===== src/rtl/router_pkg.sv =====
// Shared types and constants for the router ingress queue.
package router_pkg;

  localparam int unsigned DEST_W     = 2;
  localparam int unsigned DATA_W_DEF = 8;

  typedef enum logic [1:0] {
    StIdle,
    StIssue,
    StDrain,
    StRearm
  } state_e;

  typedef struct packed {
    logic [DEST_W-1:0]     dest;
    logic [DATA_W_DEF-1:0] data;
  } packet_t;

endpackage


===== src/rtl/sync_fifo.sv =====
// Single-clock FIFO with registered occupancy; DEPTH must be a power of two.
module sync_fifo #(
  parameter int unsigned DEPTH = 8,
  parameter int unsigned AW    = 3,
  parameter int unsigned WIDTH = 10
) (
  input  logic             clk,
  input  logic             rst_n,
  input  logic             push,
  input  logic             pop,
  input  logic [WIDTH-1:0] wdata,
  output logic [WIDTH-1:0] rdata,
  output logic             full,
  output logic             empty,
  output logic [AW:0]      count
);

  logic [WIDTH-1:0] mem_q [DEPTH];
  logic [AW-1:0]    wr_ptr_q, rd_ptr_q;
  logic [AW:0]      count_q, count_d;
  logic             push_en, pop_en;

  assign full    = (count_q == (AW+1)'(DEPTH));
  assign empty   = (count_q == '0);
  // A pop on the same cycle does not free a slot for a push into a full FIFO.
  assign push_en = push && !full;
  assign pop_en  = pop && !empty;
  assign rdata   = mem_q[rd_ptr_q];
  assign count   = count_q;

  always_comb begin
    count_d = count_q;
    case ({push_en, pop_en})
      2'b10:   count_d = count_q + (AW+1)'(1);
      2'b01:   count_d = count_q - (AW+1)'(1);
      default: count_d = count_q;
    endcase
  end

  always_ff @(posedge clk or negedge rst_n) begin
    if (!rst_n) begin
      wr_ptr_q <= '0;
      rd_ptr_q <= '0;
      count_q  <= '0;
    end else begin
      if (push_en) wr_ptr_q <= wr_ptr_q + AW'(1);
      if (pop_en)  rd_ptr_q <= rd_ptr_q + AW'(1);
      count_q <= count_d;
    end
  end

  always_ff @(posedge clk) begin
    if (push_en) mem_q[wr_ptr_q] <= wdata;
  end

endmodule


===== src/rtl/router_ingress_queue.sv =====
// Buffers {dest, data} packets and issues them one at a time, paced by the
// router's ready_in fall/rise handshake.
module router_ingress_queue
  import router_pkg::*;
#(
  parameter int unsigned DEPTH   = 8,
  parameter int unsigned AW      = 3,
  parameter int unsigned DATA_W  = DATA_W_DEF,
  parameter int unsigned TIMEOUT = 8
) (
  input  logic              clk,
  input  logic              rst_n,
  input  logic              in_valid,
  input  logic [DATA_W-1:0] in_data,
  input  logic [DEST_W-1:0] in_dest,
  output logic              in_ready,
  input  logic              ready_in,
  output logic              pkt_valid,
  output logic [DATA_W-1:0] pkt_data,
  output logic [DEST_W-1:0] pkt_dest,
  output logic [AW:0]       fifo_count,
  output logic [15:0]       sent_count,
  output logic              err_timeout
);

  localparam int unsigned PW = DEST_W + DATA_W;
  localparam int unsigned TW = $clog2(TIMEOUT + 1);

  state_e            state_q, state_d;
  logic [TW-1:0]     timer_q;
  logic [DATA_W-1:0] data_q;
  logic [DEST_W-1:0] dest_q;
  logic [15:0]       sent_q;
  logic              err_q;
  logic              full, empty, push, pop, timed_out;
  logic [PW-1:0]     head;

  assign in_ready = !full;
  assign push     = in_valid && in_ready;

  sync_fifo #(
    .DEPTH (DEPTH),
    .AW    (AW),
    .WIDTH (PW)
  ) u_fifo (
    .clk   (clk),
    .rst_n (rst_n),
    .push  (push),
    .pop   (pop),
    .wdata ({in_dest, in_data}),
    .rdata (head),
    .full  (full),
    .empty (empty),
    .count (fifo_count)
  );

  // Last DRAIN cycle the router may still hold ready_in high.
  assign timed_out = ready_in && (timer_q == TW'(TIMEOUT - 1));

  always_ff @(posedge clk or negedge rst_n) begin
    if (!rst_n) state_q <= StIdle;
    else        state_q <= state_d;
  end

  always_comb begin
    state_d = state_q;
    unique case (state_q)
      StIdle:  if (!empty && ready_in) state_d = StIssue;
      StIssue: state_d = StDrain;
      StDrain: begin
        if (!ready_in)      state_d = StRearm;
        else if (timed_out) state_d = StIdle;
      end
      StRearm: if (ready_in) state_d = StIdle;
      default: state_d = StIdle;
    endcase
  end

  always_comb begin
    pop       = (state_q == StIdle) && !empty && ready_in;
    pkt_valid = (state_q == StIssue);
  end

  always_ff @(posedge clk or negedge rst_n) begin
    if (!rst_n) begin
      timer_q <= '0;
      data_q  <= '0;
      dest_q  <= '0;
      sent_q  <= '0;
      err_q   <= 1'b0;
    end else begin
      if (state_q == StIssue)      timer_q <= '0;
      else if (state_q == StDrain) timer_q <= timer_q + TW'(1);
      if (pop) {dest_q, data_q} <= head;
      if (state_q == StIssue) sent_q <= sent_q + 16'd1;
      if (state_q == StDrain && timed_out) err_q <= 1'b1;
    end
  end

  assign pkt_data    = data_q;
  assign pkt_dest    = dest_q;
  assign sent_count  = sent_q;
  assign err_timeout = err_q;

endmodule


===== config.mk =====
export PLATFORM = sky130hd
export DESIGN_NAME = router_ingress_queue
export DESIGN_NICKNAME = d
export VERILOG_FILES = /design/src/rtl/router_pkg.sv /design/src/rtl/sync_fifo.sv /design/src/rtl/router_ingress_queue.sv
export SDC_FILE = /design/constraint.sdc
export NUM_CORES = 1
export LEC_CHECK = 0
export CORE_MARGIN = 1
export CORE_UTILIZATION = 30
export CTS_CLUSTER_DIAMETER = 30
export DETAILED_ROUTE_END_ITERATION = 10
export HOLD_SLACK_MARGIN = 0.1
export PLACE_DENSITY = 0.54
export RECOVER_POWER = 50
export SLEW_MARGIN = 20
export SYNTH_ARGS = -nofsm -noshare
export SYNTH_HDL_FRONTEND = slang
export SYNTH_SLANG_ARGS = --single-unit
export TNS_END_PERCENT = 100

===== constraint.sdc =====
create_clock -name clk -period 2.52 [get_ports clk]
set_input_delay 0.378 -clock clk [delete_from_list [all_inputs] [get_ports clk]]
set_output_delay 0.378 -clock clk [all_outputs]
set_load 0.01 [all_outputs]

Yosys cells after proc, flatten, opt, wreduce, memory -nomap -nowiden
Memory sizes are Yosys's and may differ from the RTL's. A register that Yosys moved wholly into a read port is not among the register bits.
Index checks and enable logic that the tools add are counted.
- logic and storage cells: 50
- bits of input ports: 14
- RAM bits: 80
- output and inout port bits: 33
- flip-flop bits (word level): 33
- memories: 1
- memory list (memory ; words ; bits a word ; read ports ; clocked after Yosys merged registers in ; wr ports ; RTL line ; text):
    u_fifo.mem_q ; 8 ; 10 ; 1 ; 1 ; 1 ; sync_fifo.sv:18 ; logic [WIDTH-1:0] mem_q [DEPTH];
- equal/unequal tests: 10
- reductions and logical operators: 16
- $add $sub $neg: 6
- multiplexer cells: 10
- operators with widths (cell ; number):
    adder 16 x 1 -> 16 bit, second input constant ; 1
    adder 4 x 1 -> 4 bit, second input constant ; 2
    logical AND 1 bit ; 8
    2-to-1 mux 2 bit ; 4
    2-to-1 mux 4 bit ; 2
    case mux 2 bit (4 select lines) ; 1
    case mux 4 bit (2 select lines) ; 1
    adder 3 x 1 -> 3 bit, second input constant ; 2
    equality test 2 bit, second input constant ; 3
    equality test 2 x 1 -> 1 bit, second input constant ; 2
    equality test 4 x 3 -> 1 bit, second input constant ; 1
    equality test 4 bit, second input constant ; 1
    zero test 4 bit ; 1
    inequality test 2 bit, second input constant ; 2
    nonzero test 2 bit ; 2
    subtractor 4 x 1 -> 4 bit, second input constant ; 1
    zero test 1 bit ; 3
    inequality test 3 bit, second input constant ; 1
    AND reduction 3 bit ; 1
    zero test 2 bit ; 1
    2-to-1 mux 1 bit ; 2

Logic depth before layout (Yosys ltp)
- depth after elaboration: 7
- gate-level depth with buffers: 11
- mapped depth without buffers: 10

Hierarchy
Synthesis repeated with hierarchy kept, for this count alone.
- cell total of the unflattened synthesis: 311
- area, all modules: 5312.6 um^2
- modules (own cells, without submodules) (module ; seq. area each (um^2) ; area each (um^2) ; cells each ; times used):
    sync_fifo ; 2652.5 ; 3732.3 ; 182 ; 1
    router_ingress_queue ; 825.8 ; 1580.3 ; 129 ; 1

Worst setup path after synthesis
No wires, ideal clock.
- path type: register -> register
- start point: reg state_q[0]
- end point: reg u_fifo.count_q[3] (netlist: u_fifo.count[3])
- buffers on the path: 1
- library setup time: 0.116 ns
- required time: 2.404 ns
- clock period less this slack: 2.394 ns
- arrival: 2.278 ns
- path slack: 0.126 ns
- stages on the path, launching flop included: 11
- cells stage by stage: dfrtp_1 > inv_1 > ha_1 > nand2_1 > nor2_2 > buf_2 > ha_1 > ha_1 > a21oi_1 > o21ai_0 > o311ai_0
- longest elaborated chain between the ends: 6
- elaborated cells on any way between the ends: 8
- classes of those cells: eq/ne: 2; mux: 1; reduce/logical: 5
- ends and longest elaborated chain (what ; RTL line ; text):
    from (decl) ; router_ingress_queue.sv:29 ; state_e state_q, state_d;
    from (signal assigned) ; router_ingress_queue.sv:61 ; if (!rst_n) state_q <= StIdle;
    from (signal assigned) ; router_ingress_queue.sv:62 ; else state_q <= state_d;
    zero test 2 bit (*) ; router_ingress_queue.sv:80 ; pop = (state_q == StIdle) && !empty && ready_in;
    logical AND 1 bit (*) (2 in a row) ; router_ingress_queue.sv:80 ;
    logical AND 1 bit (*) ; sync_fifo.sv:27 ; assign pop_en = pop && !empty;
    net u_fifo.pop_en ; sync_fifo.sv:21 ; logic push_en, pop_en;
    equality test 2 x 1 -> 1 bit or equality test 2 bit (tied branches) ; sync_fifo.sv:33 ; case ({push_en, pop_en})
    case mux 4 bit (2 select lines) or nonzero test 2 bit (tied branches) ; - ;
    to (signal assigned) ; sync_fifo.sv:48 ; count_q <= count_d;
    to (decl) ; sync_fifo.sv:20 ; logic [AW:0] count_q, count_d;
The timed path passes the listed nets; every way through them passes the cells marked *.
A chain may end at the register's enable or synchronous reset.

Final worst setup path
- start point: reg state_q[0]
- end point: reg u_fifo.count_q[3] (netlist: u_fifo.count[3])
- longest elaborated chain between the ends: 6
- elaborated cells on any way between the ends: 8
- classes of those cells: eq/ne: 2; mux: 1; reduce/logical: 5
- ends and longest elaborated chain (what ; RTL line):
    zero test 2 bit (*) ; router_ingress_queue.sv:80
    logical AND 1 bit (*) (2 in a row) ; router_ingress_queue.sv:80
    logical AND 1 bit (*) ; sync_fifo.sv:27
    equality test 2 x 1 -> 1 bit or equality test 2 bit (tied branches) ; sync_fifo.sv:33
    case mux 4 bit (2 select lines) or nonzero test 2 bit (tied branches) ; -
Mark *: on every way between the ends. The rest lies on a longest branch, timed or not.

==> impl_metrics.yaml <==
outcome:
  status: "completed"
timing:
  tightest_slew_ns: 0.889
  relSlewSlack_pct: 40.7
  setup_viol_count_final: 0
  max_freq_ghz: 0.438
  finalCritPeriodShare_pct: 90.5
  hold_viol_final: 0
  final.setup_skew_ns: 0.00618
  slew_violations: 0
  rsz0062_at_grt: "no"
  period_needed_ns: 2.28
  fin_hold_ws_ns: 0.466
  setup_tns_ns: 0
job:
  max_cap_violations: 0
cells_and_area:
  multiInputGateArea_sq_um: 1570
  drive_above_1_share_pct: 13.1
  seqCellArea_sq_um: 3480
  diodes: 0
  finalNetCount: 457
  area_growth_pct: 26.5
  fillers: 1627
grt:
  grt.met3_usage_pct: 3.12
  grt_start_max_net_pins: 35
  busiest_layer: "met2"
  gr-total-overflow: 0
  grt_pass1_vias: 3153
  grt_pass1_wl_um: 17100
  gr-usage-met1_pct: 15.9
  antenna_found_initial: 0
  use_met2_pct: 21.4
  grt_use_total_pct: 12.9
synth:
  ys_top_cells_by_count: "edfxtp_1 (80), dfrtp_1 (43), mux2i_1 (41)"
  ys_warn_count: 0
  yosysMostFrequentCell: "edfxtp_1"
  ys_ff_latch: 123
  synth_cell_types: 42
  ys_seq_area_share_pct: 67.2
  synth-edff-count: 80
  avgSynthCellArea_sq_um: 14.4
  synthArstFlopShare_pct: 35.0
  syn_nets: 385
  synthFlopType: "edfxtp_1"
  synthCells: 358
  yosys-top-cells-area: "edfxtp_1 (46%), dfrtp_1 (21%), mux2i_1 (7.9%), a22oi_1 (2.9%), ha_1 (2.9%)"
  yosys.area.top_type: "edfxtp_1"
  netlist_area_sq_um: 5170
  yosys.area.top_type_share_pct: 46.4
floorplanning:
  initial_core_util_pct: 31.0
  core_area_sq_um: 16700
  num_rows: 47
  dieArea_sq_um: 17800
  die_y_um: 133
  pin_count: 47
  die_w_um: 133
critical_path:
  crit_arrival_ns: 2.59
  critical_path_class: "register to register"
  crit_fanout: 8
  worstSetupEndpointType: "register"
  start_kind: "register"
  cp.required_ns: 2.83
drt:
  drt-initial-drc-count: 198
  vias_per_cell: 4.66
  dr.pass1.iters: 4
  drt_wl_total_um: 10600
  ant_nets: 0
  wire_per_inst_um: 16.0
  vias: 3087
  drc_errors: 0
placed_design:
  gp_congestion: 0.718
  numPortBuffers: 46
  dpl.hpwl_um: 6800
power_and_ir_drop:
  p_per_area_nw_per_um2: 1170
  power_frac_seq_pct: 39.4
  ir_worst_vdd_uv: 560
  power.clock.fraction_pct: 29.5
  switching_share_pct: 32.2
  switchingPower_w: 0.00247
  internal_power_w: 0.00521
  pwr-share-comb_pct: 31.1
  p_leak_nw: 2.53
clocking:
  cts_buffers: 17
  clk_latency_ns: 0.41
  htreeDepth: 4
  cts-root-buf: "clkbuf_16"
  cts_tree: "built"
  clk_pin_slew_ns: 0.05
  cts.path.max_buffers: 2
  clock-sinks: 123
min_path:
  hp-class: "register to register"
[critical path, stage by stage (launching register included)]
cell and delay (ns):
dfrtp_1 0.42, inv_1 0.14, ha_1 0.23, nand2_1 0.11
nor2_2 0.13, ha_2 0.27, ha_1 0.25, a21oi_1 0.22
o21ai_0 0.14, o311ai_1 0.27
[cells by family after synthesis]
group / Yosys count / share of synthesized area (%)
AOI/OAI and AO/OA: 48 / 6.07
xor gates and xnor gates: 21 / 3.56
buffers and inverters: 24 / 2.18
and+or+nand+nor: 84 / 8.78
adders and majority gates: 13 / 3.29
DFF: 123 / 67.2
muxes: 45 / 8.88
[power by group through the flow]
stage	combinational (W)	sequential, W	clock [W]
floorplan	0.00152	0.00302	0
global placement	0.00239	0.00306	0
detailed placement	0.00244	0.00308	0
CTS	0.00245	0.00305	0.00233
global route	0.00265	0.00309	0.00240
finish	0.00239	0.00303	0.00227
[through the flow]
step / area, sq um / total power, W / cells / utilization, % / setup slack [ns]
detailed placement: 5990 / 0.00552 / 630 / 35.9 / 0.0191
global placement: 5990 / 0.00545 / 630 / 35.9 / 0.110
global route: 6540 / 0.00814 / 663 / 39.2 / 0.0210
floorplan: 5170 / 0.00453 / 358 / - / 0.126
finish: 6540 / 0.00769 / 663 / 39.2 / 0.238
CTS: 6570 / 0.00782 / 663 / 39.3 / 0.105
[flip-flops by register name, summed over array words and instances, names as in the netlist]
register	flops
u_fifo.rd_ptr_q	3
timer_q	4
u_fifo.mem_q	80
err_timeout	1
state_q	2
sent_count	16
pkt_dest	2
u_fifo.count	4
u_fifo.wr_ptr_q	3
pkt_data	8
[timing repair]
item	4_1_cts	5_1_grt
resized for setup	0	2
hold buffers	1	0
setup endpoints to repair	0	1
hold endpoints to repair	33	0
buffers inserted	0	0
[routing by layer]
| layer | share of wire (%) | wire (um) |
|---|---|---|
| met1 | 44 | 4680 |
| met4 | 1.3 | 140 |
| met3 | 3.3 | 351 |
| met5 | 0 | 0 |
| met2 | 51 | 5410 |
[cell usage in the layout, fill, tap and decap left out, types with 3 or more instances in the layout]
cell type	synthesis	layout
buf_4	5	15
clkbuf_16	0	17
clkinv_2	0	5
nand3_1	18	18
a21oi_1	4	4
a22oi_1	20	20
dlygate4sd3_1	0	11
clkinvlp_4	0	3
clkbuf_8	0	3
clkdlybuf4s50_1	0	35
nor2_1	10	10
mux2i_1	41	41
dfrtp_1	43	42
nand2b_1	3	3
clkbuf_1	5	4
xnor2_1	13	13
edfxtp_1	80	80
ha_1	12	11
mux2_2	3	3
nand4_1	5	6
xor2_1	8	8
inv_1	11	11
o21ai_0	16	16
nand2_1	22	23
nor3_1	7	7
nor2b_1	3	3
[path summary, 6_finish.rpt]
check | slack, ns | cells past startpoint | endpoint | from
max in group asynchronous | 0.88 | 3 | u_fifo.rd_ptr_q[2]$_DFFE_PN0P_ | rst_n
hold reg to reg | 0.47 | 1 | err_timeout$_DFFE_PN0P_ | err_timeout$_DFFE_PN0P_
min in group asynchronous | 0.63 | 2 | sent_count[5]$_DFFE_PN0P_ | rst_n
setup / recovery | 0.24 | 9 | u_fifo.count[3]$_DFFE_PN0P_ | state_q[0]$_DFFE_PN0P_
hold / removal | 0.47 | 1 | err_timeout$_DFFE_PN0P_ | err_timeout$_DFFE_PN0P_
setup reg to reg | 0.24 | 9 | u_fifo.count[3]$_DFFE_PN0P_ | state_q[0]$_DFFE_PN0P_
[cell type report]
cell class                 count  area share, %
timing repair buffer          66           9.31
multi-input combinational    211           24.0
tap                          220           4.21
clock buffer                  21           7.19
clock inverter                11           1.45
sequential                   123           53.2
inverter                      11          0.631
(Power assumes the default switching activity.)
